==> src/rtl/sar_search_pkg.sv <==
// Shared types and constants for the sar_search binary-search controller.
package sar_search_pkg;

  localparam int SAR_W      = 4;
  localparam int MAX_PROBES = SAR_W + 1;

  typedef enum logic [1:0] {
    S_IDLE  = 2'd0,
    S_PROBE = 2'd1,
    S_DONE  = 2'd2
  } state_e;

  // Comparator response codes, ordered {e, g, l}.
  localparam logic [2:0] CMP_EQ = 3'b100;
  localparam logic [2:0] CMP_GT = 3'b010;
  localparam logic [2:0] CMP_LT = 3'b001;

endpackage

==> src/rtl/sar_search_mid.sv <==
// Next-bound / next-guess calculator for one binary-search probe.
module sar_search_mid
  import sar_search_pkg::*;
#(
  parameter int W = SAR_W
) (
  input  logic [W-1:0] lo,
  input  logic [W-1:0] hi,
  input  logic [W-1:0] guess,
  input  logic [2:0]   cmp,
  output logic [W-1:0] next_lo,
  output logic [W-1:0] next_hi,
  output logic [W-1:0] next_guess,
  output logic         inconsistent
);

  localparam logic [W-1:0] ONE = W'(1);

  logic [W-1:0] gm1;
  logic [W-1:0] gp1;
  logic [W-1:0] span_gt;
  logic [W-1:0] span_lt;

  // Midpoint always as base + (span >> 1); guards keep spans non-negative.
  assign gm1     = guess - ONE;
  assign gp1     = guess + ONE;
  assign span_gt = gm1 - lo;
  assign span_lt = hi - gp1;

  always_comb begin
    next_lo      = lo;
    next_hi      = hi;
    next_guess   = guess;
    inconsistent = 1'b0;
    case (cmp)
      CMP_EQ: ;
      CMP_GT: begin
        if (guess == lo) begin
          inconsistent = 1'b1;
        end else begin
          next_hi    = gm1;
          next_guess = lo + (span_gt >> 1);
        end
      end
      CMP_LT: begin
        if (guess == hi) begin
          inconsistent = 1'b1;
        end else begin
          next_lo    = gp1;
          next_guess = gp1 + (span_lt >> 1);
        end
      end
      default: inconsistent = 1'b1;
    endcase
  end

endmodule

==> src/rtl/sar_search.sv <==
// Binary-search controller driving a magnitude comparator's "a" operand.
// Optional probe counter output "steps" enabled by SAR_SEARCH_STEPCNT_EN.
//   state   | meaning
//   S_IDLE  | waiting for start; found/err/result hold
//   S_PROBE | guess presented, comparator response sampled at cycle end
//   S_DONE  | one-cycle done pulse, then back to idle
module sar_search
  import sar_search_pkg::*;
#(
  parameter int W = SAR_W
) (
  input  logic         clk,
  input  logic         rst_n,
  input  logic         start,
  input  logic         cmp_e,
  input  logic         cmp_g,
  input  logic         cmp_l,
  output logic [W-1:0] guess,
  output logic         busy,
  output logic         done,
  output logic         found,
  output logic         err,
`ifdef SAR_SEARCH_STEPCNT_EN
  output logic [W-1:0] result,
  output logic [$clog2(W+2)-1:0] steps
`else
  output logic [W-1:0] result
`endif
);

  state_e       state_q, state_d;
  logic [W-1:0] lo_q, lo_d;
  logic [W-1:0] hi_q, hi_d;
  logic [W-1:0] guess_q, guess_d;
  logic         found_q, found_d;
  logic         err_q, err_d;
  logic [W-1:0] result_q, result_d;

  logic [2:0]   cmp_code;
  logic [W-1:0] mid_lo, mid_hi, mid_guess;
  logic         mid_bad;

  assign cmp_code = {cmp_e, cmp_g, cmp_l};

  sar_search_mid #(.W(W)) u_mid (
    .lo           (lo_q),
    .hi           (hi_q),
    .guess        (guess_q),
    .cmp          (cmp_code),
    .next_lo      (mid_lo),
    .next_hi      (mid_hi),
    .next_guess   (mid_guess),
    .inconsistent (mid_bad)
  );

  always_comb begin
    state_d  = state_q;
    lo_d     = lo_q;
    hi_d     = hi_q;
    guess_d  = guess_q;
    found_d  = found_q;
    err_d    = err_q;
    result_d = result_q;
    case (state_q)
      S_IDLE: begin
        if (start) begin
          lo_d     = '0;
          hi_d     = '1;
          guess_d  = {1'b0, {(W-1){1'b1}}};
          found_d  = 1'b0;
          err_d    = 1'b0;
          result_d = '0;
          state_d  = S_PROBE;
        end
      end
      S_PROBE: begin
        if (cmp_code == CMP_EQ) begin
          found_d  = 1'b1;
          result_d = guess_q;
          state_d  = S_DONE;
        end else if (mid_bad) begin
          err_d   = 1'b1;
          state_d = S_DONE;
        end else begin
          lo_d    = mid_lo;
          hi_d    = mid_hi;
          guess_d = mid_guess;
        end
      end
      S_DONE:  state_d = S_IDLE;
      default: state_d = S_IDLE;
    endcase
  end

  always_ff @(posedge clk) begin
    if (!rst_n) begin
      state_q  <= S_IDLE;
      lo_q     <= '0;
      hi_q     <= '1;
      guess_q  <= '0;
      found_q  <= 1'b0;
      err_q    <= 1'b0;
      result_q <= '0;
    end else begin
      state_q  <= state_d;
      lo_q     <= lo_d;
      hi_q     <= hi_d;
      guess_q  <= guess_d;
      found_q  <= found_d;
      err_q    <= err_d;
      result_q <= result_d;
    end
  end

`ifdef SAR_SEARCH_STEPCNT_EN
  localparam int STEP_W = $clog2(W+2);
  localparam logic [STEP_W-1:0] STEP_ONE = STEP_W'(1);

  logic [STEP_W-1:0] steps_q, steps_d;

  always_comb begin
    steps_d = steps_q;
    if (state_q == S_IDLE && start) begin
      steps_d = '0;
    end else if (state_q == S_PROBE) begin
      steps_d = steps_q + STEP_ONE;
    end
  end

  always_ff @(posedge clk) begin
    if (!rst_n) begin
      steps_q <= '0;
    end else begin
      steps_q <= steps_d;
    end
  end

  assign steps = steps_q;
`endif

  assign guess  = guess_q;
  assign busy   = (state_q == S_PROBE) || (state_q == S_DONE);
  assign done   = (state_q == S_DONE);
  assign found  = found_q;
  assign err    = err_q;
  assign result = result_q;

endmodule

==> config.mk <==
export PLATFORM = sky130hd
export DESIGN_NAME = sar_search
export DESIGN_NICKNAME = d
export VERILOG_FILES = /design/src/rtl/sar_search_pkg.sv /design/src/rtl/sar_search_mid.sv /design/src/rtl/sar_search.sv
export SDC_FILE = /design/constraint.sdc
export NUM_CORES = 1
export LEC_CHECK = 0
export BUFFER_PORTS_ARGS = -buffer_cell sky130_fd_sc_hd__buf_2
export CORE_MARGIN = 2
export CORE_UTILIZATION = 62
export DETAILED_ROUTE_END_ITERATION = 7
export HOLD_SLACK_MARGIN = 0.05
export PLACE_DENSITY = 0.84
export SKIP_CTS_REPAIR_TIMING = 1
export SKIP_LAST_GASP = 1
export SYNTH_ARGS = -nofsm -noshare
export SYNTH_HDL_FRONTEND = slang
export SYNTH_SLANG_ARGS = --single-unit
==> constraint.sdc <==
create_clock -name clk -period 5.2 [get_ports clk]
set_input_delay 0.78 -clock clk [delete_from_list [all_inputs] [get_ports clk]]
set_output_delay 0.78 -clock clk [all_outputs]
set_load 0.005 [all_outputs]
==> results.sh, run 1 <==
export IMPL_synthTopCellsByArea="dfxtp_1 (26%), ha_1 (14%), xor2_1 (7.4%)"
export IMPL_hold_viol=0
export IMPL_crit_path_cell_trace="inv_1 -> ha_1 -> inv_1 -> ha_1 -> a21o_1 -> a21oi_1 -> xnor2_1 -> ha_1 -> a21oi_1 -> xnor2_1 -> mux2i_1 -> o32ai_1"
export IMPL_fin_nets=203
export IMPL_hold_ws_ns=0.465
export IMPL_firstDrtPassIters=4
export IMPL_r2r_start="guess[0]"
export IMPL_grt_pass1_wl_mm=5.43
export IMPL_crit_path_start="guess[0]"
export IMPL_cts_sinks=20
export IMPL_cp_data_required_time_ns=5.42
export IMPL_post_drt_wl_per_cell_um=16.5
export IMPL_cts_htree_levels=1
export IMPL_final_max_slew_violation_count=0
export IMPL_synth_seq_area_share_pct=26.1
export IMPL_ys_ff_latch=20
export IMPL_critPathMaxStageDelay_ns=0.50
export IMPL_cp_end_kind="register"
export IMPL_cp_arrival_ns=3.40
export IMPL_place_ws_ns=2.07
export IMPL_grt_pass1_vias=1187
export IMPL_root_buffer="clkbuf_4"
export IMPL_period_needed_ns=3.18
export IMPL_outcome="finished clean"
export IMPL_worstSetupPathType="register to register"
export IMPL_synthCells=160
export IMPL_clock_latency_ns=0.31
export IMPL_min_delay_start="err"
export IMPL_syn_num_nets=187
export IMPL_cts_buffers=3
export IMPL_rsz0062_at_grt="no"
export IMPL_yosys_area_top_type="dfxtp_1"
export IMPL_drc_errors=0
export IMPL_die_w_um=53.8
export IMPL_setup_slack_ns=2.02
export IMPL_via_per_inst=6.12
export IMPL_placedInstanceArea_um2=1590
export IMPL_netlist_area_um2=1540
export IMPL_port_buffers=17
export IMPL_die_y_um=53.8
export IMPL_final_util_pct=68.2
export IMPL_drv_cap=0
export IMPL_powerDensity_nw_per_um2=391
export IMPL_fin_crit_sh_pct=61.1
export IMPL_io_pins=18
export IMPL_syn2layout_area_growth_pct=7.01
export IMPL_vias=1255
export IMPL_stdcell_count=205
export IMPL_setup_tns_ns=0
export IMPL_drt_initial_drc_count=44
export IMPL_dieArea_um2=2890
export IMPL_diodes=0
export IMPL_cp_max_fo=8
export IMPL_cts_tree="built"
export IMPL_core_region_area_um2=2410
export IMPL_start_util_pct=63.7
export IMPL_grt_max_degree=13
export IMPL_std_cell_rows=18
export IMPL_grt_use_total_pct=26.2
export IMPL_startpoint_type="register"
export IMPL_ys_warn_count=0
export IMPL_max_clock_path_buffers=2
export IMPL_gp_congestion=0.859
export IMPL_synthDistinctLibCells=35
export IMPL_hold_path_class="register to register"
export IMPL_max_slew_worst_pin_slew_ns=0.632
export IMPL_power_total_uw=642
export IMPL_clock_skew_ns=0.00142
export IMPL_ant_nets=0
export IMPL_yosys_area_top_type_share_pct=26.1
export IMPL_dp_cells=201
export IMPL_fmax_mhz=315
export IMPL_grt_overflow=0
export IMPL_drive_gt1_share_pct=18.3
export IMPL_drt_total_wl_mm=3.39
export IMPL_finalSetupViolCount=0
export IMPL_dp_hpwl_mm=2.61
export IMPL_cp_slowest_cell="dfxtp_1"
export IMPL_crit_path_frequent_cell="ha_1"
export IMPL_ir_worst_vdd_mv=0.283
export IMPL_leakagePower_nw=0.764
export IMPL_cts_clk_slew_worst_paths_ns=0.12
export IMPL_avgSynthCellArea_um2=9.60
export IMPL_max_slew_margin_rel_pct=57.7
export IMPL_final_area_um2=1640
export IMPL_antenna_found_initial=0
-- power by group --
part           total [mW]  internal, mW  switching, mW
clock               0.131        0.0779         0.0527
sequential          0.186         0.165         0.0208
combinational       0.325         0.138          0.187
total               0.642         0.381          0.261
-- cell usage after synthesis, drive strengths merged --
cell type and n:
nor3b 3, o41ai 2, a31oi 2, inv 18, a211oi 1, nand2b 1
nand4 3, dfxtp 20, o32ai 1, xor2 14, o32a 1, clkbuf 4
mux2i 3, ha 17, o221a 3, fa 4, nor3 1, o21ai 3
a21oi 13, buf 2, o31ai 2, a21o 6, nand3 2, mux2 1
xnor2 6, a21bo 1, nor2 16, a22oi 3, o2bb2ai 1, nand2 6
-- placed cells by master (no fill, tap or decap), types with 2 or more instances in the layout --
cell type | Yosys | final
ha_1 | 17 | 17
clkbuf_4 | 0 | 3
a21oi_1 | 12 | 12
o31ai_1 | 2 | 2
mux2i_1 | 3 | 3
fa_1 | 4 | 4
xor2_1 | 13 | 13
o221a_2 | 3 | 3
o21ai_0 | 3 | 3
buf_2 | 0 | 17
xnor2_1 | 6 | 6
nand4_1 | 3 | 3
nor3b_1 | 2 | 2
a22oi_1 | 3 | 3
nand3_1 | 2 | 2
nor2_1 | 16 | 16
a31oi_1 | 2 | 2
a21o_1 | 6 | 6
o41ai_4 | 2 | 2
nand2_1 | 5 | 5
inv_1 | 18 | 18
dfxtp_1 | 20 | 20
-- cell families (layout without fill, tap and decap cells) --
family          count (synthesis)  count (layout)  synth area share, %
compound gates                 39              39                 21.2
simple gates                   32              32                 10.3
buf+inv                        24              39                 8.80
fa+ha+maj                      21              21                 19.1
xor+xnor                       20              20                 11.9
flops                          20              20                 26.1
mux                             4               4                 2.69
-- sequential cells by signal, indices dropped and copies added (netlist names) --
signal   flops
guess        4
hi_q         4
lo_q         4
result       4
state_q      2
err          1
found        1
-- area by class of cell --
class,instances,area (um^2)
repair buffers,17,85.1
fillers,177,767
flip-flops and latches,20,400
inverters,18,67.6
clock buffers,3,22.5
multi-input cells,116,1000
well taps,30,37.5
clock inverters,1,30.0
-- path summary, 6_finish.rpt --
| path | endpoint | slack [ns] | cells after the start |
|---|---|---|---|
| worst max-delay path | guess[3] | 2.02 | 12 |
| worst min-delay path | err | 0.47 | 1 |
| worst max register to register | guess[3] | 2.02 | 12 |
| worst min register to register | err | 0.47 | 1 |
-- routing by layer --
layer / share of wire (%) / track usage (%)
met1: 40 / 33.8
met2: 50 / 43.3
met3: 7.0 / 5.28
met4: 2.7 / 8.97
met5: 0 / 0
-- critical path: cells and delay by family, from the launching register on --
family,cells,cell delay [ns]
AOI/OAI and AO/OA,4,0.79
xor gates and xnor gates,2,0.30
adders and majority gates,3,1.07
buffers and inverters,2,0.34
DFF,1,0.50
muxes,1,0.08
Power figures use the tool's default switching activity.
==> run 2: changes to the inputs <==
--- a/config.mk
+++ b/config.mk
@@ -7,10 +7,10 @@
 export LEC_CHECK = 0
 export BUFFER_PORTS_ARGS = -buffer_cell sky130_fd_sc_hd__buf_2
 export CORE_MARGIN = 2
-export CORE_UTILIZATION = 62
+export CORE_UTILIZATION = 52
 export DETAILED_ROUTE_END_ITERATION = 7
 export HOLD_SLACK_MARGIN = 0.05
-export PLACE_DENSITY = 0.84
+export PLACE_DENSITY = 0.75
 export SKIP_CTS_REPAIR_TIMING = 1
 export SKIP_LAST_GASP = 1
 export SYNTH_ARGS = -nofsm -noshare
==> constraint.sdc (replaced) <==
create_clock -name clk -period 2.8 [get_ports clk]
set_input_delay 0.42 -clock clk [delete_from_list [all_inputs] [get_ports clk]]
set_output_delay 0.42 -clock clk [all_outputs]
set_load 0.005 [all_outputs]
==> results.sh, run 2 (synthesis results as in run 1) <==
export IMPL_max_slew_margin_rel_pct=55.2
export IMPL_max_slew_worst_pin_slew_ns=0.665
export IMPL_dp_cells=208
export IMPL_drv_cap=0
export IMPL_worstSetupPathType="register to register"
export IMPL_fmax_mhz=377
export IMPL_cp_data_required_time_ns=3.04
export IMPL_grt_pass1_vias=1203
export IMPL_syn2layout_area_growth_pct=12.4
export IMPL_grt_max_degree=13
export IMPL_crit_path_frequent_cell="ha_1"
export IMPL_leakagePower_nw=0.797
export IMPL_mostFrequentLayoutCell="dfxtp_1"
export IMPL_r2r_start="guess[0]"
export IMPL_outcome="finished clean"
export IMPL_diodes=0
export IMPL_post_drt_wl_per_cell_um=16.1
export IMPL_stdcell_count=213
export IMPL_critPathMaxStageDelay_ns=0.42
export IMPL_final_util_pct=62.0
export IMPL_cts_clk_slew_worst_paths_ns=0.13
export IMPL_port_buffers=17
export IMPL_max_clock_path_buffers=2
export IMPL_fin_nets=210
export IMPL_cts_buffers=3
export IMPL_start_util_pct=55.2
export IMPL_cts_tree="built"
export IMPL_powerDensity_nw_per_um2=685
export IMPL_setup_slack_ns=0.150
export IMPL_grt_use_total_pct=21.6
export IMPL_cp_max_fo=4
export IMPL_ant_nets=0
export IMPL_rsz0062_at_grt="no"
export IMPL_via_per_inst=5.85
export IMPL_num_fill_cells=242
export IMPL_grt_pass1_wl_mm=5.58
export IMPL_die_w_um=58.3
export IMPL_drt_total_wl_mm=3.42
export IMPL_cts_htree_levels=1
export IMPL_clock_skew_ns=0.0193
export IMPL_crit_path_cell_trace="inv_1 -> buf_4 -> ha_1 -> fa_1 -> xnor2_2 -> ha_1 -> a21o_1 -> a21oi_1 -> xor2_1 -> mux2i_1 -> o32ai_1"
export IMPL_die_y_um=58.3
export IMPL_fin_crit_sh_pct=94.6
export IMPL_hold_path_class="primary input to register"
export IMPL_dieArea_um2=3400
export IMPL_startpoint_type="register"
export IMPL_cp_slowest_cell="fa_1"
export IMPL_final_max_slew_violation_count=0
export IMPL_dp_hpwl_mm=2.72
export IMPL_place_ws_ns=0.0571
export IMPL_clock_latency_ns=0.32
export IMPL_cts_sinks=20
export IMPL_io_pins=18
export IMPL_std_cell_rows=19
export IMPL_hold_viol=0
export IMPL_drive_gt1_share_pct=24.7
export IMPL_core_region_area_um2=2780
export IMPL_drt_initial_drc_count=46
export IMPL_cp_arrival_ns=2.89
export IMPL_cp_end_kind="register"
export IMPL_crit_path_start="guess[0]"
export IMPL_grt_overflow=0
export IMPL_period_needed_ns=2.65
export IMPL_min_delay_start="rst_n"
export IMPL_finalSetupViolCount=0
export IMPL_drc_errors=0
export IMPL_layout_common_cells="dfxtp_1 (20), inv_1 (18), buf_2 (17), nor2_1 (16), ha_1 (15)"
export IMPL_vias=1247
export IMPL_setup_tns_ns=0
export IMPL_firstDrtPassIters=5
export IMPL_ir_worst_vdd_mv=0.515
export IMPL_root_buffer="clkbuf_4"
export IMPL_gp_congestion=0.887
export IMPL_antenna_found_initial=0
[run 2: changes by cell type in the layout (fill, tap and decap cells not counted), sizes merged]
cell and delta:
buf +7, bufinv -1, clkbuf +1
[run 2: per-stage QoR]
| stage | hold slack, ns | area (um^2) | power, mW |
|---|---|---|---|
| final | 0.412 | 1730 | 1.18 |
| after global routing | 0.410 | 1730 | 1.28 |
| after global placement | 0.436 | 1640 | 0.934 |
| after CTS | 0.414 | 1670 | 1.15 |
| after floorplan | 0.451 | 1540 | 0.810 |
| after detailed placement | 0.447 | 1640 | 0.966 |
[run 2: final cells by class]
| cell class | count | area (um^2) | share of cell area, % |
|---|---|---|---|
| Multi-Input combinational cell | 116 | 1040 | 60.3 |
| Timing Repair Buffer | 24 | 141 | 8.19 |
| Inverter | 18 | 67.6 | 3.92 |
| Tap cell | 31 | 38.8 | 2.25 |
| Clock buffer | 4 | 36.3 | 2.10 |
| Sequential cell | 20 | 400 | 23.2 |
[run 2: path summary, 6_finish.rpt]
kind,endpoint,depth (start not counted),slack (ns)
hold / removal,guess[1],2,0.41
setup / recovery,guess[3],11,0.15
setup reg to reg,guess[3],11,0.15
hold reg to reg,err,1,0.47
[run 2: report_power, final]
part | leakage, nW | switching (mW) | internal, mW
Sequential | 0.163 | 0.0203 | 0.307
Combinational | 0.613 | 0.373 | 0.303
Clock | 0.0210 | 0.0992 | 0.0795
[run 2: per-layer routing]
metal / track usage, % / wire [um]
met5: 0 / 0
met4: 6.98 / 89
met3: 5.05 / 210
met2: 36.9 / 1710
met1: 26.8 / 1410
[run 2: critical path, delay by kind of cell (launching register included)]
family                     cells  cell delay, ns
adders and majority gates      3            0.93
AOI/OAI and AO/OA              3            0.58
xor gates and xnor gates       2            0.36
DFF                            1            0.35
buffers and inverters          2            0.25
muxes                          1            0.09
==> run 3: changes to the inputs <==
--- a/config.mk
+++ b/config.mk
@@ -7,10 +7,9 @@
 export LEC_CHECK = 0
 export BUFFER_PORTS_ARGS = -buffer_cell sky130_fd_sc_hd__buf_2
 export CORE_MARGIN = 2
-export CORE_UTILIZATION = 52
+export CORE_UTILIZATION = 31
 export DETAILED_ROUTE_END_ITERATION = 7
 export HOLD_SLACK_MARGIN = 0.05
-export PLACE_DENSITY = 0.75
 export SKIP_CTS_REPAIR_TIMING = 1
 export SKIP_LAST_GASP = 1
 export SYNTH_ARGS = -nofsm -noshare
==> constraint.sdc (replaced) <==
create_clock -name clk -period 3.1 [get_ports clk]
set_input_delay 0.465 -clock clk [delete_from_list [all_inputs] [get_ports clk]]
set_output_delay 0.465 -clock clk [all_outputs]
set_load 0.005 [all_outputs]
==> results.sh, run 3 (synthesis results as in run 1) <==
export IMPL_cp_max_fo=6
export IMPL_gp_congestion=0.827
export IMPL_multi_input_area_um2=1000
export IMPL_fin_nets=209
export IMPL_placedInstanceArea_um2=1680
export IMPL_firstDrtPassIters=4
export IMPL_max_clock_path_buffers=2
export IMPL_setup_tns_ns=0
export IMPL_cts_clk_slew_worst_paths_ns=0.08
export IMPL_cts_sinks=20
export IMPL_final_util_pct=36.9
export IMPL_post_drt_wl_per_cell_um=13.6
export IMPL_powerDensity_nw_per_um2=642
export IMPL_drv_cap=0
export IMPL_num_fill_cells=511
export IMPL_max_slew_margin_rel_pct=59.3
export IMPL_cts_buffers=3
export IMPL_stdcell_count=248
export IMPL_worstSetupPathType="register to register"
export IMPL_clock_skew_ns=0.00145
export IMPL_r2r_slack_ns=0.24
export IMPL_syn2layout_area_growth_pct=14.2
export IMPL_power_frac_clock_pct=23.3
export IMPL_root_buffer="clkbuf_8"
export IMPL_layout_common_cells="dfxtp_1 (20), inv_1 (18), ha_1 (17), buf_2 (17), nor2_1 (16)"
export IMPL_final_area_um2=1750
export IMPL_hold_ws_ns=0.457
export IMPL_place_ws_ns=0.323
export IMPL_grt_max_degree=13
export IMPL_drt_initial_drc_count=41
export IMPL_std_cell_rows=25
export IMPL_crit_path_start="guess[1]"
export IMPL_drc_errors=0
export IMPL_die_y_um=74.4
export IMPL_cts_htree_levels=1
export IMPL_ant_nets=0
export IMPL_power_total_mw=1.12
export IMPL_rsz0062_at_grt="no"
export IMPL_r2r_start="guess[1]"
export IMPL_p_int_uw=697
export IMPL_max_slew_worst_pin_slew_ns=0.604
export IMPL_io_pins=18
export IMPL_period_needed_ns=2.86
export IMPL_cp_data_required_time_ns=3.26
export IMPL_cts_tree="built"
export IMPL_final_max_slew_violation_count=0
export IMPL_p_seq_share_pct=26.6
export IMPL_drt_total_wl_mm=3.38
export IMPL_dp_hpwl_mm=2.71
export IMPL_clock_latency_ns=0.26
export IMPL_grt_pass1_vias=1259
export IMPL_antenna_found_initial=0
export IMPL_dieArea_um2=5530
export IMPL_fin_crit_sh_pct=92.2
export IMPL_port_buffers=17
export IMPL_outcome="finished clean"
export IMPL_grt_use_total_pct=14.1
export IMPL_regArea_um2=400
export IMPL_vias=1184
export IMPL_setup_slack_ns=0.242
export IMPL_power_switching_share_pct=38.1
export IMPL_diodes=0
export IMPL_via_per_inst=4.77
export IMPL_hold_path_class="register to register"
export IMPL_dp_cells=244
export IMPL_grt_pass1_wl_mm=6.01
export IMPL_min_delay_start="err"
export IMPL_start_util_pct=32.3
export IMPL_cp_arrival_ns=3.02
export IMPL_grt_overflow=0
export IMPL_hold_viol=0
export IMPL_cp_end_kind="register"
export IMPL_netSwitchingPower_uw=428
export IMPL_mostFrequentLayoutCell="dfxtp_1"
export IMPL_ir_worst_vdd_mv=0.301
export IMPL_finalSetupViolCount=0
export IMPL_leakagePower_nw=0.802
export IMPL_core_region_area_um2=4750
export IMPL_pwr_share_comb_pct=50.1
export IMPL_die_w_um=74.4
export IMPL_startpoint_type="register"
export IMPL_drive_gt1_share_pct=21.0
export IMPL_fmax_mhz=350
[run 3: final timing paths]
kind	endpoint	cells after the start
max	guess[3]	12
min	err	1
max reg2reg	guess[3]	12
min reg2reg	err	1
[run 3: layout make-up]
| class | count | area share, % |
|---|---|---|
| Clock buffer | 3 | 2.36 |
| Inverter | 18 | 3.85 |
| Multi-Input combinational cell | 116 | 57.0 |
| Timing Repair Buffer | 23 | 7.42 |
| Clock inverter | 1 | 1.71 |
| Tap cell | 67 | 4.78 |
| Sequential cell | 20 | 22.8 |
[run 3: critical path, stage by stage (launching register included)]
cell and delay [ns]:
dfxtp_1 0.38, inv_1 0.06, ha_1 0.43, inv_1 0.14, ha_1 0.30, a21o_1 0.15
a21oi_1 0.18, xnor2_1 0.15, ha_1 0.28, a21oi_1 0.17, xor2_1 0.19, mux2i_1 0.10
o32ai_1 0.22
[run 3: per-layer routing]
metal | track usage [%] | part of all wire (%)
met4 | 1.98 | 0.68
met1 | 19.0 | 45
met3 | 3.25 | 7.3
met5 | 0 | 0
met2 | 23.6 | 47
[run 3: power by group through the flow]
stage / Combinational [mW] / Sequential (mW) / Clock [mW]
CTS: 0.567 / 0.300 / 0.271
floorplan: 0.431 / 0.301 / 0
finish: 0.563 / 0.299 / 0.262
detailed placement: 0.562 / 0.306 / 0
global placement: 0.549 / 0.305 / 0
global route: 0.644 / 0.303 / 0.280
